`config.mk`:
```
export PLATFORM = sky130hd
export DESIGN_NAME = ps2_kbd_ctrl
export DESIGN_NICKNAME = d
export VERILOG_FILES = /design/src/rtl/ps2_kbd_pkg.sv /design/src/rtl/ps2_kbd_ctrl_scan2ascii.sv /design/src/rtl/ps2_kbd_ctrl.sv
export SDC_FILE = /design/constraint.sdc
export NUM_CORES = 1
export LEC_CHECK = 0
export BUFFER_PORTS_ARGS = -buffer_cell sky130_fd_sc_hd__buf_2
export CELL_PAD_IN_SITES_DETAIL_PLACEMENT = 0
export CELL_PAD_IN_SITES_GLOBAL_PLACEMENT = 2
export CORE_ASPECT_RATIO = 1.2
export CORE_MARGIN = 3
export CORE_UTILIZATION = 35
export CTS_CLUSTER_SIZE = 20
export DETAILED_ROUTE_END_ITERATION = 7
export GPL_ROUTABILITY_DRIVEN = 0
export PLACE_DENSITY = 0.82
export SYNTH_ARGS = -nofsm -noshare
export SYNTH_HDL_FRONTEND = slang
export SYNTH_SLANG_ARGS = --single-unit
```
`constraint.sdc`:
```
create_clock -name clk -period 4.4 [get_ports clk]
set_clock_uncertainty 0.2 [all_clocks]
set_input_delay 0.44 -clock clk [delete_from_list [all_inputs] [get_ports clk]]
set_output_delay 0.44 -clock clk [all_outputs]
set_load 0.005 [all_outputs]
```
`src/rtl/ps2_kbd_pkg.sv`:
```
// Shared types and constants for the PS/2 keyboard consumer controller.
// Holds the sequencer state encoding and the special scan-code byte values.
package ps2_kbd_pkg;

   typedef enum logic [1:0] {
      ST_IDLE  = 2'd0,
      ST_ACK   = 2'd1,
      ST_PARSE = 2'd2
   } kbd_state_e;

   localparam logic [7:0] SC_EXT     = 8'hE0;
   localparam logic [7:0] SC_BRK     = 8'hF0;
   localparam logic [7:0] SC_ERR0    = 8'h00;
   localparam logic [7:0] SC_ERR1    = 8'hFF;
   localparam logic [7:0] ASCII_NONE = 8'h00;

endpackage

```
`src/rtl/ps2_kbd_ctrl_scan2ascii.sv`:
```
// Set-2 scan code to ASCII lookup: digits and uppercase letters only.
// Anything outside that set reads as ASCII_NONE.
module ps2_scan2ascii
   import ps2_kbd_pkg::*;
(
   input  logic [7:0] scan_code,
   output logic [7:0] ascii
);

   always_comb begin
      ascii = ASCII_NONE;
      case (scan_code)
         8'h45: ascii = 8'h30;
         8'h16: ascii = 8'h31;
         8'h1E: ascii = 8'h32;
         8'h26: ascii = 8'h33;
         8'h25: ascii = 8'h34;
         8'h2E: ascii = 8'h35;
         8'h36: ascii = 8'h36;
         8'h3D: ascii = 8'h37;
         8'h3E: ascii = 8'h38;
         8'h46: ascii = 8'h39;
         8'h1C: ascii = 8'h41;
         8'h32: ascii = 8'h42;
         8'h21: ascii = 8'h43;
         8'h23: ascii = 8'h44;
         8'h24: ascii = 8'h45;
         8'h2B: ascii = 8'h46;
         8'h34: ascii = 8'h47;
         8'h33: ascii = 8'h48;
         8'h43: ascii = 8'h49;
         8'h3B: ascii = 8'h4A;
         8'h42: ascii = 8'h4B;
         8'h4B: ascii = 8'h4C;
         8'h3A: ascii = 8'h4D;
         8'h31: ascii = 8'h4E;
         8'h44: ascii = 8'h4F;
         8'h4D: ascii = 8'h50;
         8'h15: ascii = 8'h51;
         8'h2D: ascii = 8'h52;
         8'h1B: ascii = 8'h53;
         8'h2C: ascii = 8'h54;
         8'h3C: ascii = 8'h55;
         8'h2A: ascii = 8'h56;
         8'h1D: ascii = 8'h57;
         8'h22: ascii = 8'h58;
         8'h35: ascii = 8'h59;
         8'h1A: ascii = 8'h5A;
         default: ascii = ASCII_NONE;
      endcase
   end

endmodule

```
`src/rtl/ps2_kbd_ctrl.sv`:
```
// Pops scan-code bytes from the ps2_keyboard FIFO, folds E0/F0 prefixes into
// one key event per sequence, and tracks held key, BCD press count and errors.
module ps2_kbd_ctrl
   import ps2_kbd_pkg::*;
#(
   parameter int CNT_DIGITS = 2
) (
   input  logic                    clk,
   input  logic                    rst,
   input  logic [7:0]              kbd_data,
   input  logic                    kbd_ready,
   input  logic                    kbd_overflow,
   output logic                    kbd_nextdata_n,
   output logic                    evt_valid,
   output logic [7:0]              evt_code,
   output logic                    evt_ext,
   output logic                    evt_break,
   output logic                    evt_repeat,
   output logic [7:0]              evt_ascii,
   output logic                    key_held,
   output logic [7:0]              held_code,
   output logic [4*CNT_DIGITS-1:0] press_cnt,
   output logic                    err_overflow,
   output logic                    err_kbd
);

   localparam int CW = 4 * CNT_DIGITS;

   kbd_state_e    state_q, state_d;
   logic [7:0]    byte_q, byte_d;
   logic          nextdata_n_q, nextdata_n_d;
   logic          ext_pend_q, ext_pend_d;
   logic          brk_pend_q, brk_pend_d;
   logic          held_q, held_d;
   logic [7:0]    held_code_q, held_code_d;
   logic          held_ext_q, held_ext_d;
   logic [CW-1:0] cnt_q, cnt_d, cnt_inc;
   logic          err_ovf_q, err_ovf_d;
   logic          err_kbd_q, err_kbd_d;
   logic          evt_valid_q, evt_valid_d;
   logic [7:0]    evt_code_q, evt_code_d;
   logic          evt_ext_q, evt_ext_d;
   logic          evt_brk_q, evt_brk_d;
   logic          evt_rpt_q, evt_rpt_d;
   logic [7:0]    evt_ascii_q, evt_ascii_d;
   logic [7:0]    lut_ascii;
   logic          held_match;

   ps2_scan2ascii u_scan2ascii (
      .scan_code (byte_q),
      .ascii     (lut_ascii)
   );

   always_ff @(posedge clk) begin
      if (rst) begin
         state_q      <= ST_IDLE;
         byte_q       <= 8'h00;
         nextdata_n_q <= 1'b1;
         ext_pend_q   <= 1'b0;
         brk_pend_q   <= 1'b0;
         held_q       <= 1'b0;
         held_code_q  <= 8'h00;
         held_ext_q   <= 1'b0;
         cnt_q        <= '0;
         err_ovf_q    <= 1'b0;
         err_kbd_q    <= 1'b0;
         evt_valid_q  <= 1'b0;
         evt_code_q   <= 8'h00;
         evt_ext_q    <= 1'b0;
         evt_brk_q    <= 1'b0;
         evt_rpt_q    <= 1'b0;
         evt_ascii_q  <= 8'h00;
      end else begin
         state_q      <= state_d;
         byte_q       <= byte_d;
         nextdata_n_q <= nextdata_n_d;
         ext_pend_q   <= ext_pend_d;
         brk_pend_q   <= brk_pend_d;
         held_q       <= held_d;
         held_code_q  <= held_code_d;
         held_ext_q   <= held_ext_d;
         cnt_q        <= cnt_d;
         err_ovf_q    <= err_ovf_d;
         err_kbd_q    <= err_kbd_d;
         evt_valid_q  <= evt_valid_d;
         evt_code_q   <= evt_code_d;
         evt_ext_q    <= evt_ext_d;
         evt_brk_q    <= evt_brk_d;
         evt_rpt_q    <= evt_rpt_d;
         evt_ascii_q  <= evt_ascii_d;
      end
   end

   // ACK exists only to give the FIFO one cycle to retire the popped byte.
   always_comb begin
      state_d = state_q;
      case (state_q)
         ST_IDLE:  if (kbd_ready) state_d = ST_ACK;
         ST_ACK:   state_d = ST_PARSE;
         ST_PARSE: state_d = ST_IDLE;
         default:  state_d = ST_IDLE;
      endcase
   end

   always_comb begin
      logic carry;
      cnt_inc = cnt_q;
      carry   = 1'b1;
      for (int i = 0; i < CNT_DIGITS; i++) begin
         if (carry) begin
            if (cnt_q[4*i +: 4] == 4'd9) begin
               cnt_inc[4*i +: 4] = 4'd0;
            end else begin
               cnt_inc[4*i +: 4] = cnt_q[4*i +: 4] + 4'd1;
               carry             = 1'b0;
            end
         end
      end
   end

   assign held_match = held_q && (held_code_q == byte_q) && (held_ext_q == ext_pend_q);

   always_comb begin
      byte_d       = byte_q;
      nextdata_n_d = 1'b1;
      ext_pend_d   = ext_pend_q;
      brk_pend_d   = brk_pend_q;
      held_d       = held_q;
      held_code_d  = held_code_q;
      held_ext_d   = held_ext_q;
      cnt_d        = cnt_q;
      err_ovf_d    = err_ovf_q | kbd_overflow;
      err_kbd_d    = err_kbd_q;
      evt_valid_d  = 1'b0;
      evt_code_d   = evt_code_q;
      evt_ext_d    = evt_ext_q;
      evt_brk_d    = evt_brk_q;
      evt_rpt_d    = evt_rpt_q;
      evt_ascii_d  = evt_ascii_q;
      case (state_q)
         ST_IDLE: begin
            if (kbd_ready) begin
               byte_d       = kbd_data;
               nextdata_n_d = 1'b0;
            end
         end
         ST_PARSE: begin
            if (byte_q == SC_EXT) begin
               ext_pend_d = 1'b1;
            end else if (byte_q == SC_BRK) begin
               brk_pend_d = 1'b1;
            end else if (byte_q == SC_ERR0 || byte_q == SC_ERR1) begin
               err_kbd_d  = 1'b1;
               ext_pend_d = 1'b0;
               brk_pend_d = 1'b0;
            end else begin
               evt_valid_d = 1'b1;
               evt_code_d  = byte_q;
               evt_ext_d   = ext_pend_q;
               evt_brk_d   = brk_pend_q;
               evt_ascii_d = ext_pend_q ? ASCII_NONE : lut_ascii;
               evt_rpt_d   = 1'b0;
               if (!brk_pend_q) begin
                  if (held_match) begin
                     evt_rpt_d = 1'b1;
                  end else begin
                     held_d      = 1'b1;
                     held_code_d = byte_q;
                     held_ext_d  = ext_pend_q;
                     cnt_d       = cnt_inc;
                  end
               end else if (held_match) begin
                  held_d = 1'b0;
               end
               ext_pend_d = 1'b0;
               brk_pend_d = 1'b0;
            end
         end
         default: ;
      endcase
   end

   assign kbd_nextdata_n = nextdata_n_q;
   assign evt_valid      = evt_valid_q;
   assign evt_code       = evt_code_q;
   assign evt_ext        = evt_ext_q;
   assign evt_break      = evt_brk_q;
   assign evt_repeat     = evt_rpt_q;
   assign evt_ascii      = evt_ascii_q;
   assign key_held       = held_q;
   assign held_code      = held_code_q;
   assign press_cnt      = cnt_q;
   assign err_overflow   = err_ovf_q;
   assign err_kbd        = err_kbd_q;

endmodule
```
Word-level counts from Yosys, hierarchy flattened
Memories as Yosys holds them, arrays and structs flattened. A register that Yosys moved wholly into a read port is not among the register bits.
Index checks and enable logic that the tools add are counted.
Word-level totals
  RAM bits: 0
  ROM bits: 896
  latch bits: 0
  flip-flop bits (word level): 53
  input port bits: 12
  memories kept: 1
Cells by class
  bitwise logic cells: 8
  shift operators: 0
  magnitude comparators: 0
  add/sub/neg operators: 2
  $mul: 0
  muxes and demuxes: 19
  divide/modulo/power cells: 0
  eq/ne operators: 13
  reductions and logical operators: 15
Memories
  (no name shown): depth 128, bits a word 7, rd ports 1, clocked after memory_dff 1, wr ports 0, RTL line ps2_kbd_ctrl_scan2ascii.sv:12  | case (scan_code)
Operator list (count)
  $eq 8x8->1 const B: 3
  $mux 8: 2
  $mux 7: 2
  $reduce_and 6->1: 2
  $mux 1: 11
  $add 4x1->4 const B: 2
  $eq 4x4->1 const B: 2
  $eq 8x8->1: 1
  $logic_not 8->1: 1
  $mux 4: 2
  $reduce_and 4->1: 2
  $not 1->1: 7
  $reduce_and 7->1: 1
  $ne 2x2->1 const B: 3
  $reduce_and 2->1: 3
  $pmux 2 s2: 1
  $reduce_or 4->1: 1
  $eq 2x1->1 const B: 1
  $eq 2x2->1 const B: 1
  $logic_and 1x1->1: 2
  $logic_not 2->1: 1
  $mux 2: 1
  $ne 2x1->1 const B: 1
  $reduce_or 2->1: 1
  other kinds (3): 3

Logic depth before layout (Yosys ltp)
Gate-level depths: netlist of the first run.
  depth in word-level cells: 5
  gate-level depth with buffers: 10

Modules after synthesis
From an unflattened synthesis of the first run, not the netlist that was laid out.
Second synthesis, totals
  cells, all modules: 379
  area, all modules: 3203.1 µm²
Modules (own cells, without submodules)
  ps2_kbd_ctrl: cells an instance 265, area an instance 2378.5 µm², times used 1
  ps2_scan2ascii: cells an instance 114, area an instance 824.5 µm², times used 1

Worst setup path before layout of the first run
OpenSTA, ideal clock, no wires.
  kind: input -> register
  start point: input kbd_ready
  end point: register (tool-made name)
  buffers on the path: 1
  slack: 1.868 ns
  arrival: 2.194 ns
  stages: 9
  data required time: 4.062 ns
  path through: nor3b_1 > buf_4 > mux2i_1 > inv_1 > ha_1 > o21ai_0 > a21oi_1 > o311ai_1 > o311ai_1
RTL lines
  start, declared: RTL line ps2_kbd_ctrl.sv:11  | input logic kbd_ready,

==> results.py, run 1 <==
metrics = {
    "status": {
        "status": "finished, final reports clean",
    },
    "setup_path": {
        "end_kind": "flop",
        "path_class": "reg -> reg",
        "cp-startpoint": "state_q[1]",
        "reg2reg_depth": 9,
        "worstPathMaxFanout": 18,
        "cp.required_ns": 4.40,
        "rrSetupSlack_ns": 1.63,
        "worstReg2RegStart": "state_q[1]",
        "start_kind": "flop",
        "arrival_ns": 2.77,
    },
    "sta": {
        "worst_slack_ns": 1.63,
        "period_needed_ns": 2.77,
        "drv_slew": 0,
        "max_freq_ghz": 0.361,
        "slew_headroom_pct": 27.3,
        "hold_violations": 0,
        "setup_viol_count_final": 0,
        "period_share_pct": 63.0,
        "rsz0062_at_grt": "false",
        "tns_ns": 0,
        "max_slew.worst_pin.slew_ns": 1.09,
    },
    "routing": {
        "wl_per_cell_um": 14.8,
        "drc": 0,
        "viasPerCell": 5.16,
        "ant_nets": 0,
        "first_iter_violations": 151,
        "routed.top_layer": "met4",
        "first_pass_iters": 4,
        "wl_met2_mm": 3.87,
        "wl_met1_mm": 3.78,
        "wirelength_mm": 8.25,
        "wl_met3_um": 420,
        "vias": 2871,
    },
    "final_layout": {
        "n_fill_cell": 918,
        "layout.cells.non_filler": 556,
        "layout.nets": 452,
        "regArea_sq_um": 1180,
        "syn2layout_area_growth_pct": 14.7,
        "drive_gt1_share_pct": 18.5,
        "diodes": 0,
        "multiInputGateArea_sq_um": 1760,
    },
    "pwr": {
        "p_per_area_nw_per_um2": 323,
        "p_int_mw": 0.809,
        "clkPwrFrac_pct": 37.2,
        "pwr-share-comb_pct": 13.4,
        "swShare_pct": 30.1,
        "p_leak_nw": 1.43,
        "power.share.sequential_pct": 49.3,
        "power_switching_mw": 0.349,
        "vdd_drop_max_uv": 144,
    },
    "floorplanning": {
        "rows": 37,
        "initial_core_util_pct": 36.3,
        "io_pins": 52,
        "die_w_um": 92.2,
        "die_area_sq_um": 10100,
        "core-area_sq_um": 8610,
        "die_height_um": 109,
    },
    "worst_hold_path": {
        "hold_end": "err_overflow",
        "hold_path_class": "in -> reg",
        "hold_depth": 3,
        "hp-start": "kbd_overflow",
    },
    "clocking": {
        "cts_setup_buffers": 0,
        "cts_hold_buf": 0,
        "clkTransAtPathRegs_ns": 0.08,
        "cts_tree": "yes",
        "insertion_delay_ns": 0.34,
        "cts_resized": 0,
        "htree_levels": 3,
        "numCtsBuffers": 9,
        "cts_buffer_depth": 2,
        "clock_sinks": 59,
        "ctsRootBufferMaster": "clkbuf_8",
    },
    "grt": {
        "grtUsageTotal_pct": 17.2,
        "grt_pass1_vias": 2667,
        "overflow": 0,
        "grt_pass1_wl_mm": 13.6,
        "grt_start_max_net_pins": 39,
        "antenna_found_initial": 0,
    },
    "synthesis": {
        "synth.net_count": 415,
        "synth_edf_count": 0,
        "synth_seq_cells": 59,
        "synth_area_per_cell_sq_um": 7.87,
        "syn_area_sq_um": 3120,
        "ys.flop_type": "dfxtp_1",
        "yosysWarnings": 0,
        "ys_async_sr_fraction_pct": 0,
        "syn_inst": 397,
        "ys_seq_area_share_pct": 37.8,
        "synth_cell_types": 55,
    },
    "placement": {
        "dp_cells": 540,
        "place_hpwl_mm": 5.78,
        "port_buffers": 50,
        "place_ws_ns": 1.40,
    },
    "run": {
        "drv_cap": 0,
    },
}
-- per-layer routing --
metal  global-route usage [%]  vias up
met5                        0        -
met2                     27.7       90
met1                     22.4     1312
met4                     7.11        0
li1                         -     1454
met3                     3.63       15
-- per-stage QoR --
stage	power (mW)	utilization, %	area [sq um]	hold WS (ns)
floorplan	0.696	-	3120	0.233
global placement	0.740	39.6	3410	0.242
detailed placement	0.738	39.6	3410	0.243
CTS	1.17	41.6	3580	0.0931
global route	1.22	41.6	3580	0.138
finish	1.16	41.6	3580	0.103
-- worst max-delay path by stage --
stage	endpoint	cells after the start
after floorplan	flop	9
after global placement	flop	9
after detailed placement	flop	9
after CTS	evt_ascii[2]	6
after global routing	press_cnt[7]	9
final	flop	9
-- worst max-delay path: stages (launching register included) --
cell and delay [ns]:
dfxtp_1 0.35, nor3b_2 0.18, buf_4 0.27, mux2i_1 0.52, inv_1 0.18, ha_1 0.28
o21ai_0 0.17, a21oi_1 0.07, o311ai_1 0.28, o311ai_1 0.13
-- cell usage after synthesis, types with 2 or more instances --
cell      instances  area share [%]
and3_1            3            0.60
nor2b_1          18             3.6
o22ai_1           2            0.40
o311ai_1          2            0.56
inv_1            13             1.6
nor2_1           24             2.9
xnor2_1           4             1.1
nor4b_1           4             1.1
mux2i_4           2             1.4
nor3_1            6            0.96
or3_1             2            0.40
nor3b_1           2            0.48
or4_1             2            0.48
nand2_1          68             8.2
a21oi_1          53             8.5
a211oi_1          5             1.2
buf_2            14             2.2
buf_1             2            0.24
a311o_1           2            0.64
dfxtp_1          59              38
o31ai_1           2            0.48
clkbuf_1          7            0.84
a21o_1            5             1.2
nand3b_1          7             1.7
buf_4             3            0.72
ha_1              6             2.4
o21ai_0          12             1.9
inv_2             3            0.36
mux2i_2           2            0.88
nand3_1          15             2.4
nand4_1           3            0.60
xor2_1           11             3.1
mux2i_1           5             1.6
nor4_1            4            0.80
a31oi_1           5             1.0
-- area by class of cell --
type | count | area share, %
clock inverter | 6 | 1.19
multi-input combinational | 296 | 49.1
tap | 117 | 4.09
sequential | 59 | 33.0
inverter | 16 | 1.68
clock buffer | 10 | 3.56
timing repair buffer | 52 | 7.40
-- cells in the final DEF, fill, tap and decap left out, types with 3 or more instances in the layout --
cell | netlist | final
dfxtp_1 | 59 | 59
nand4_1 | 3 | 3
a21oi_1 | 53 | 53
ha_1 | 6 | 6
buf_2 | 14 | 50
inv_2 | 3 | 3
nor3_1 | 6 | 6
and3_1 | 3 | 3
nor4b_1 | 4 | 4
nand2_1 | 68 | 68
nand3_1 | 15 | 15
a31oi_1 | 5 | 5
inv_1 | 13 | 13
xnor2_1 | 4 | 4
a211oi_1 | 5 | 5
xor2_1 | 11 | 11
o21ai_0 | 12 | 12
nand3b_1 | 7 | 7
a21o_1 | 5 | 5
clkbuf_8 | 0 | 9
nor2b_1 | 18 | 18
nor2_1 | 24 | 24
mux2i_1 | 5 | 5
nor4_1 | 4 | 4
-- power by group through the flow --
stage	clock network, mW	logic [mW]	registers, mW
5_1_grt	0.468	0.173	0.574
2_1_floorplan	0	0.130	0.565
6_report	0.431	0.155	0.571
3_3_place_gp	0	0.156	0.584
4_1_cts	0.442	0.155	0.571
3_5_place_dp	0	0.154	0.584
-- cell families after synthesis --
logic type / synth area share [%]
AOI/OAI and AO/OA: 19.4
xor gates and xnor gates: 4.21
adders and majority gates: 2.40
buffers and inverters: 5.97
DFF: 37.8
muxes: 4.29
other: 0.120
and+or+nand+nor: 25.8
No activity file was read; power rests on OpenSTA's default activity.
==> run 2, diff against run 1 <==
--- a/config.mk
+++ b/config.mk
@@ -10,11 +10,11 @@
 export CELL_PAD_IN_SITES_GLOBAL_PLACEMENT = 2
 export CORE_ASPECT_RATIO = 1.2
 export CORE_MARGIN = 3
-export CORE_UTILIZATION = 35
+export CORE_UTILIZATION = 29
 export CTS_CLUSTER_SIZE = 20
 export DETAILED_ROUTE_END_ITERATION = 7
 export GPL_ROUTABILITY_DRIVEN = 0
-export PLACE_DENSITY = 0.82
+export PLACE_DENSITY = 0.73
 export SYNTH_ARGS = -nofsm -noshare
 export SYNTH_HDL_FRONTEND = slang
 export SYNTH_SLANG_ARGS = --single-unit
==> constraint.sdc (replaced) <==
create_clock -name clk -period 2.5 [get_ports clk]
set_clock_uncertainty 0.2 [all_clocks]
set_input_delay 0.25 -clock clk [delete_from_list [all_inputs] [get_ports clk]]
set_output_delay 0.25 -clock clk [all_outputs]
set_load 0.005 [all_outputs]
==> results.py, run 2 (synthesis results as in run 1) <==
metrics = {
    "routing": {
        "first_pass_iters": 5,
        "vias": 2994,
        "wl_per_cell_um": 15.3,
        "first_iter_violations": 144,
        "ant_nets": 0,
        "viasPerCell": 5.07,
        "wirelength_mm": 9.03,
        "drc": 0,
    },
    "final_layout": {
        "fin_util_pct": 38.7,
        "layout_commonest_cell": "nand2_1",
        "drive_gt1_share_pct": 23.9,
        "diodes": 0,
        "syn2layout_area_growth_pct": 27.2,
        "layout.cells.non_filler": 591,
        "final_cell_mix": "nand2_1 (68), dfxtp_1 (56), a21oi_1 (53)",
        "layout.nets": 478,
    },
    "grt": {
        "antenna_found_initial": 0,
        "grtUsageTotal_pct": 15.5,
        "grt_start_max_net_pins": 39,
        "met1_usage_pct": 20.8,
        "overflow": 0,
        "grt_pass1_wl_mm": 14.7,
        "grt_busiest_layer": "met2",
        "gr-usage-met3_pct": 4.53,
        "grt_pass1_vias": 2834,
        "grt_use_met2_pct": 23.0,
    },
    "sta": {
        "period_share_pct": 92.5,
        "worst_slack_ns": 0.186,
        "tns_ns": 0,
        "drv_slew": 0,
        "hold_violations": 0,
        "setup_viol_count_final": 0,
        "max_freq_ghz": 0.432,
        "max_slew.worst_pin.slew_ns": 0.577,
        "slew_headroom_pct": 61.4,
        "period_needed_ns": 2.31,
    },
    "setup_path": {
        "path_cells": "nor3b_2 -> buf_4 -> buf_4 -> mux2i_4 -> inv_2 -> buf_4 -> o21ai_0 -> a21oi_1 -> a21oi_1 -> o22ai_1",
        "worst_path_most_repeated_cell": "buf_4",
        "worstReg2RegStart": "state_q[1]",
        "slowest_stage": "dfxtp_1",
        "slowest_delay_ns": 0.34,
        "path_class": "reg -> reg",
        "end_kind": "flop",
        "start_kind": "flop",
        "cp.required_ns": 2.51,
        "cp_num_buf_inv": 4,
        "crit_family": "buffers and inverters",
        "worstPathMaxFanout": 20,
        "arrival_ns": 2.32,
        "cp-startpoint": "state_q[1]",
    },
    "placement": {
        "place_ws_ns": 0.120,
        "port_buffers": 50,
        "dp_cells": 574,
        "place_hpwl_mm": 6.70,
    },
    "run": {
        "drv_cap": 0,
    },
    "floorplanning": {
        "io_pins": 52,
        "core-area_sq_um": 10300,
        "rows": 40,
        "die_height_um": 120,
        "initial_core_util_pct": 30.4,
        "die_area_sq_um": 12100,
        "die_w_um": 101,
    },
    "status": {
        "status": "finished, final reports clean",
    },
    "pwr": {
        "p_per_area_nw_per_um2": 688,
        "power.total_mw": 2.73,
        "pwr-share-comb_pct": 12.2,
        "clkPwrFrac_pct": 51.5,
        "power_switching_mw": 0.640,
        "swShare_pct": 23.4,
        "power.share.sequential_pct": 36.2,
        "p_leak_nw": 1.65,
        "p_int_mw": 2.09,
        "vdd_drop_max_uv": 227,
    },
    "worst_hold_path": {
        "hp-start": "kbd_data[7]",
        "hold_path_class": "in -> reg",
    },
    "clocking": {
        "clock_sinks": 59,
        "numCtsBuffers": 9,
        "cts_setup_buffers": 0,
        "insertion_delay_ns": 0.32,
        "htree_levels": 3,
        "cts_tree": "yes",
        "ctsRootBufferMaster": "clkbuf_16",
        "clkTransAtPathRegs_ns": 0.05,
        "cts_buffer_depth": 2,
    },
}
run 2: cell types whose count changed in the layout (fill, tap and decap cells not counted), moves of 3 or more:
| cell | previous run | this run |
|---|---|---|
| clkbuf_8 | 9 | 1 |
| dfxtp_2 | 0 | 3 |
| clkbuf_16 | 0 | 9 |
| buf_4 | 2 | 27 |
| dfxtp_1 | 59 | 56 |
| bufinv_16 | 0 | 3 |
run 2: per-layer routing:
metal | up-vias | share of wire [%]
li1 | 1512 | -
met4 | 0 | 2.3
met2 | 80 | 47
met3 | 19 | 5.2
met5 | - | 0
met1 | 1383 | 46
run 2: what timing repair did:
action / 4_1_cts / 5_1_grt
gates resized for setup: 0 / 5
endpoints found under the setup margin: 0 / 2
hold buffers: 1 / 0
endpoints found under the hold margin: 1 / 0
run 2: path summary, 6_finish.rpt:
| kind | cells past startpoint | endpoint | slack [ns] |
|---|---|---|---|
| max | 10 | flop | 0.19 |
| min | 3 | byte_q[7] | 0.03 |
| max reg2reg | 10 | flop | 0.19 |
| min reg2reg | 2 | evt_ascii[1] | 0.24 |
run 2: layout make-up:
| class | instances | area [sq um] |
|---|---|---|
| inverters | 16 | 60.1 |
| multi-input cells | 296 | 1770 |
| clock inverters | 5 | 100 |
| flip-flops and latches | 59 | 1180 |
| fillers | 1080 | 6290 |
| well taps | 126 | 158 |
| repair buffers | 78 | 463 |
| clock buffers | 11 | 243 |
run 2: power groups by stage:
stage | Combinational (mW) | Sequential, mW | Clock, mW
floorplan | 0.229 | 0.995 | 0
global placement | 0.337 | 1.01 | 0
detailed placement | 0.331 | 1.01 | 0
CTS | 0.333 | 0.990 | 1.44
global route | 0.369 | 0.994 | 1.49
finish | 0.334 | 0.991 | 1.41
run 2: worst reg2reg max path: cells and delay by family (launching register included):
kind / cells / cell delay, ns
flops: 1 / 0.34
simple gates: 1 / 0.18
compound gates: 4 / 0.46
buf+inv: 4 / 0.76
mux: 1 / 0.26
run 2: stage by stage:
step                hold slack [ns]  cell area (sq um)
floorplan                     0.171               3120
global placement              0.238               3610
detailed placement            0.243               3610
CTS                         0.00868               3970
global route                 0.0181               3970
finish                       0.0291               3970
